## config.mk

```make
export PLATFORM = sky130hd
export DESIGN_NAME = pack_reader
export DESIGN_NICKNAME = d
export VERILOG_FILES = /design/src/rtl/video_in_pkg.sv /design/src/rtl/pack_skid.sv /design/src/rtl/pack_reader.sv
export SDC_FILE = /design/constraint.sdc
export NUM_CORES = 1
export LEC_CHECK = 0
export ABC_AREA = 1
export BUFFER_PORTS_ARGS = -buffer_cell sky130_fd_sc_hd__buf_2
export CAP_MARGIN = 30
export CORE_ASPECT_RATIO = 0.8
export CORE_MARGIN = 5
export CORE_UTILIZATION = 40
export CTS_BUF_LIST = sky130_fd_sc_hd__clkbuf_4
export DETAILED_ROUTE_END_ITERATION = 16
export GPL_TIMING_DRIVEN = 0
export SLEW_MARGIN = 20
export SYNTH_ARGS = -nofsm -noshare
export SYNTH_HDL_FRONTEND = slang
export SYNTH_SLANG_ARGS = --single-unit
```

## constraint.sdc

```tcl
create_clock -name clk -period 2.6 [get_ports clk]
set_input_delay 0.39 -clock clk [delete_from_list [all_inputs] [get_ports clk]]
set_output_delay 0.39 -clock clk [all_outputs]
set_load 0.05 [all_outputs]
```

## src/rtl/video_in_pkg.sv

```systemverilog
// Shared video-in definitions: pack geometry defaults
// and the pack reader state encoding.
package video_in_pkg;

   localparam int DATA_SIZE_DEF    = 8;
   localparam int NB_PACK_ADDR_DEF = 4;

   typedef enum logic [1:0] {
      IDLE,
      READ,
      FLUSH
   } rd_state_t;

endpackage

```

## src/rtl/pack_skid.sv

```systemverilog
// Two-entry skid FIFO absorbing RAM read data so the
// stream can stall without losing in-flight pixels.
module pack_skid
   import video_in_pkg::*;
#(
   parameter int DATA_SIZE = DATA_SIZE_DEF
)
(
   input  logic                 clk,
   input  logic                 nRST,
   input  logic                 push,
   input  logic [DATA_SIZE-1:0] push_data,
   input  logic                 pop,
   output logic [DATA_SIZE-1:0] head,
   output logic [1:0]           count
);

   logic [DATA_SIZE-1:0] mem [2];
   logic                 wr_ptr;
   logic                 rd_ptr;

   assign head = mem[rd_ptr];

   // storage, pointers and occupancy; the caller never
   // pushes when full nor pops when empty
   always_ff @(posedge clk or negedge nRST) begin
      if (!nRST) begin
         mem[0] <= '0;
         mem[1] <= '0;
         wr_ptr <= 1'b0;
         rd_ptr <= 1'b0;
         count  <= 2'd0;
      end else begin
         if (push) begin
            mem[wr_ptr] <= push_data;
            wr_ptr      <= ~wr_ptr;
         end
         if (pop)
            rd_ptr <= ~rd_ptr;
         count <= count + {1'b0, push} - {1'b0, pop};
      end
   end

endmodule

```

## src/rtl/pack_reader.sv

```systemverilog
// Drains one pack of a double-buffered RAM into a pixel stream.
// Optional pack counter output enabled by PACK_READER_CNT_EN.
module pack_reader
   import video_in_pkg::*;
#(
   parameter int DATA_SIZE    = DATA_SIZE_DEF,
   parameter int NB_PACK_ADDR = NB_PACK_ADDR_DEF
)
(
   input  logic                    clk,
   input  logic                    nRST,
   input  logic                    pack_rdy,
   input  logic                    pack_bank,
   output logic                    rd_en,
   output logic                    rd_bank,
   output logic [NB_PACK_ADDR-1:0] rd_addr,
   input  logic [DATA_SIZE-1:0]    rd_data,
   output logic                    pack_done,
   output logic [DATA_SIZE-1:0]    out_data,
   output logic                    out_valid,
   input  logic                    out_ready,
   output logic                    out_last
`ifdef PACK_READER_CNT_EN
   ,
   output logic [15:0]             pack_cnt
`endif
);

   localparam logic [NB_PACK_ADDR-1:0] LAST_ADDR = '1;

   rd_state_t          state;
   logic               rd_pend;
   logic               rd_pend_last;
   logic [1:0]         fifo_cnt;
   logic [DATA_SIZE:0] head;
   logic               pop;
   logic [2:0]         occ;

   // a pop always has a FIFO entry behind it, so occ never underflows
   assign pop       = out_valid & out_ready;
   assign occ       = {1'b0, fifo_cnt} + {2'b0, rd_pend} - {2'b0, pop};
   assign rd_en     = (state == READ) && (occ < 3'd2);
   assign out_valid = (fifo_cnt != 2'd0);
   assign out_data  = out_valid ? head[DATA_SIZE-1:0] : '0;
   assign out_last  = out_valid & head[DATA_SIZE];

   // track the read whose data returns next cycle, tagging the last pixel
   always_ff @(posedge clk or negedge nRST) begin
      if (!nRST) begin
         rd_pend      <= 1'b0;
         rd_pend_last <= 1'b0;
      end else begin
         rd_pend      <= rd_en;
         rd_pend_last <= rd_en && (rd_addr == LAST_ADDR);
      end
   end

   pack_skid #(
      .DATA_SIZE (DATA_SIZE + 1)
   ) u_skid (
      .clk       (clk),
      .nRST      (nRST),
      .push      (rd_pend),
      .push_data ({rd_pend_last, rd_data}),
      .pop       (pop),
      .head      (head),
      .count     (fifo_cnt)
   );

   // pack sequencing: accept, issue reads, wait for the last pixel to leave
   always_ff @(posedge clk or negedge nRST) begin
      if (!nRST) begin
         state     <= IDLE;
         rd_bank   <= 1'b0;
         rd_addr   <= '0;
         pack_done <= 1'b0;
      end else begin
         pack_done <= 1'b0;
         unique case (state)
            IDLE: begin
               // the pack_done cycle is skipped so the writer can drop pack_rdy
               if (pack_rdy && !pack_done) begin
                  rd_bank <= pack_bank;
                  rd_addr <= '0;
                  state   <= READ;
               end
            end
            READ: begin
               if (rd_en) begin
                  rd_addr <= rd_addr + 1'b1;
                  if (rd_addr == LAST_ADDR)
                     state <= FLUSH;
               end
            end
            FLUSH: begin
               if (pop && out_last) begin
                  pack_done <= 1'b1;
                  state     <= IDLE;
               end
            end
            default: state <= IDLE;
         endcase
      end
   end

`ifdef PACK_READER_CNT_EN
   // count completed packs, wrapping naturally at 16 bits
   always_ff @(posedge clk or negedge nRST) begin
      if (!nRST)
         pack_cnt <= 16'd0;
      else if (pack_done)
         pack_cnt <= pack_cnt + 16'd1;
   end
`endif

endmodule

```

==> metrics.log <==
[metrics] least setup slack across all paths after layout: -0.184 ns
[metrics] drt total wl: 3.14 mm
[metrics] critical path's slowest cell: sky130_fd_sc_hd__fa_2
[metrics] Yosys top cell area share: 0.528
[metrics] Mapped Avg Cell Area: 8.62 µm²
[metrics] Final Hold Vio Count: 0
[metrics] final critical path time including I/O delays and setup: 2.78 ns
[metrics] synthesized netlist cell count: ~180
[metrics] final setup fails: 1
[metrics] maximum number of pins on one net before global-route repair: 33
[metrics] number of flops mapped to enable cells by yosys: 0
[metrics] share of flip-flops with an asynchronous set or reset: 1.00
[metrics] slew of the pin with the lowest slew margin: 0.720 ns
[metrics] slew margin rel.: 0.520
[metrics] core region area: 3730 µm²
[metrics] Worst Clk Skew: 0.00480 ns
[metrics] initial antenna violation count: 0
[metrics] Yosys Warn Count: 0
[metrics] detail-routed net length per standard cell: 12.0 µm
[metrics] iteration-0 DRC count of the detailed router: 46
[metrics] # IOs: 30
[metrics] Cell Rows: 20
[metrics] count of input and output buffers: 29
[metrics] worst min path class: primary input to asynchronous set/reset pin
[metrics] die area: 5130 µm²
[metrics] antenna cell count: 0
[metrics] cell at the root of the clock tree: sky130_fd_sc_hd__clkbuf_4
[metrics] total vias in the final route: 1218
[metrics] portion of the post-synthesis area used by sequential elements: 0.528
[metrics] peak per-stage delay on the critical path: 0.43 ns
[metrics] chain of cells forming the critical path: nor2_4 > nor2_4 > ha_4 > inv_2 > ha_4 > fa_2 > a21oi_2 > nand3_2 > clkinvlp_4 > buf_8
[metrics] number of max-capacitance violations reported: 0
[metrics] CP max FO: 3
[metrics] status: finished, violations left
[metrics] number of nets in the layout: about 240
[metrics] Placer Congestion: 0.790
[metrics] DRC violation count after routing: 0
[metrics] TritonCTS buffer count: 5
[metrics] global-route wire length before repair: 5.43 mm
[metrics] post-DR vias/cell: 4.63
[metrics] Final Max Tran Viols: 0
[metrics] CTS tree: done
[metrics] hold slack final: 0.103 ns
[metrics] Post-Place Cell Area: between 1500 and 2000 µm²
[metrics] critical path class: flip-flop to primary output
[metrics] most frequent cell after synthesis: sky130_fd_sc_hd__nand2_1
[metrics] clock latency on the worst-skew pair: ~0.33 ns
[metrics] Die Y-Extent: 65.1 µm
[metrics] buffers and inverters on the worst path: 3
[metrics] cell area after layout: 1880 µm²
[metrics] via count of the first global-routing pass: 1188
[metrics] net count of the mapped netlist: 193
[metrics] width of the die: 78.8 µm
[metrics] Cell Area, Synth: 1520 µm²
[metrics] crit path DAT: 2.39 ns
[metrics] type of destination of the critical path: primary output
[metrics] FMAX: roughly 360 MHz
[metrics] Detail Placement HPWL: ~2.1 mm
[metrics] post-route fraction of the period consumed by the critical path: 1.07
[metrics] Post-Route Setup TNS: -0.184 ns
[metrics] most frequently used flop master after synthesis: sky130_fd_sc_hd__dfrtp_1
[metrics] proportion of layout cells with a drive suffix above 1: 0.292
[metrics] Initial Utilization: 0.407
[metrics] Synth-to-Final Area Change: 23.7%
[metrics] CTS clk-pin slew, worst paths: about 0.10 ns
[metrics] depth of the CTS H-tree: 2
[metrics] setup repair after global routing missed its margin: yes
[metrics] total global routing overflow: 0
[metrics] cell taking the most area after synthesis: sky130_fd_sc_hd__dfrtp_1
[metrics] data required time at the worst endpoint: 2.21 ns
[metrics] kind of cell adding the most delay to the critical path: adder cells
[metrics] GRT Resource Usage Total: 0.141
[metrics] synthesis-stage register bit count: 32
[metrics] dominant cells by area after synthesis: sky130_fd_sc_hd__dfrtp_1 53%, sky130_fd_sc_hd__nand2_1 13%, sky130_fd_sc_hd__inv_1 6.9%, sky130_fd_sc_hd__o21ai_2 5.2%, sky130_fd_sc_hd__o21ai_0 3.6%
[metrics] CP Launch Type: flip-flop
[metrics] Post-synth top cells: 54 x sky130_fd_sc_hd__nand2_1, 32 x sky130_fd_sc_hd__dfrtp_1, 28 x sky130_fd_sc_hd__inv_1, 11 x sky130_fd_sc_hd__o21ai_0
[metrics] Sinks on Clock Net: 32
[metrics] failing checks: negative setup slack
[metrics] unique cell type count in the Yosys netlist: 22
[metrics] deepest clock path buffer count: 2
[metrics] Final ANT Viol Nets: 0
[metrics] number of iterations in the first detailed-routing pass: 4
## area by class of cell
type | instances | area, µm²
fillers | 387 | 1850
flip-flops and latches | 32 | 801
multi-input cells | 111 | 619
repair buffers | 35 | 200
inverters | 29 | 113
well taps | 44 | 55.1
clock buffers | 7 | 52.6
plain buffers | 4 | 31.3
clock inverters | 1 | 3.75
## worst paths after layout
| path | startpoint | to | slack [ns] | cells past startpoint |
|---|---|---|---|---|
| hold reg to reg | state[0] | pack_done | 0.43 | 1 |
| setup / recovery | u_skid.count[1] | rd_en | -0.18 | 10 |
| setup reg to reg | u_skid.count[1] | rd_addr[3] | 0.21 | 13 |
| hold / removal | nRST | u_skid.mem[3] | 0.10 | 1 |
| min in group clk | pack_bank | rd_bank | 0.30 | 3 |
| max in group asynchronous | nRST | u_skid.mem[4] | 2.04 | 1 |
## placed cells by master (no fill, tap or decap), types with 2 or more instances in the layout
master,n
sky130_fd_sc_hd__nor2_1,4
sky130_fd_sc_hd__nand3_1,7
sky130_fd_sc_hd__or2_1,2
sky130_fd_sc_hd__a21oi_1,8
sky130_fd_sc_hd__buf_2,29
sky130_fd_sc_hd__clkinv_1,2
sky130_fd_sc_hd__o21ai_2,9
sky130_fd_sc_hd__clkbuf_4,7
sky130_fd_sc_hd__o21ai_0,11
sky130_fd_sc_hd__buf_4,6
sky130_fd_sc_hd__nand4_1,3
sky130_fd_sc_hd__nor2_4,2
sky130_fd_sc_hd__nand2_1,54
sky130_fd_sc_hd__buf_6,2
sky130_fd_sc_hd__ha_4,2
sky130_fd_sc_hd__dfrtp_1,32
sky130_fd_sc_hd__inv_1,26
## state kept, by name, summed over array words and instances, names as in the netlist
register       count
rd_pend            1
u_skid.mem        18
u_skid.count       2
state              2
rd_addr            4
pack_done          1
u_skid.wr_ptr      1
u_skid.rd_ptr      1
rd_pend_last       1
rd_bank            1
## per-layer routing
metal | global-route usage | wire length, µm | vias to the layer above
met2 | 0.211 | 1410 | 21
met5 | 0 | 0 | -
met3 | 0.0375 | 152 | 7
met4 | 0.0773 | 82 | 0
met1 | 0.187 | 1500 | 556
li1 | - | - | 634
## repair_timing
item / 4_1_cts / 5_1_grt
hold buffers: 0 / 0
pin swaps: 5 / 4
endpoints found under the setup margin: 1 / 1
setup buffers: 4 / 2
gates resized for setup: 11 / 0
## logic make-up after synthesis
kind of cell / after synthesis / synth area share
flops: 32 / 0.528
xor+xnor: 2 / 0.0116
compound gates: 29 / 0.118
fa+ha+maj: 4 / 0.0380
buf+inv: 33 / 0.0924
simple gates: 76 / 0.212
## stage by stage
step,setup WS [ns],util,instances
floorplan,0.00296,-,176
detailed placement,-0.380,0.463,249
global route,-0.283,0.503,263
CTS,-0.185,0.499,261
global placement,-0.382,0.463,249
finish,-0.184,0.503,263
Power is left out: the tool's default activity adds up to more than one toggle a clock period on the data nets, which glitch-free logic cannot reach.
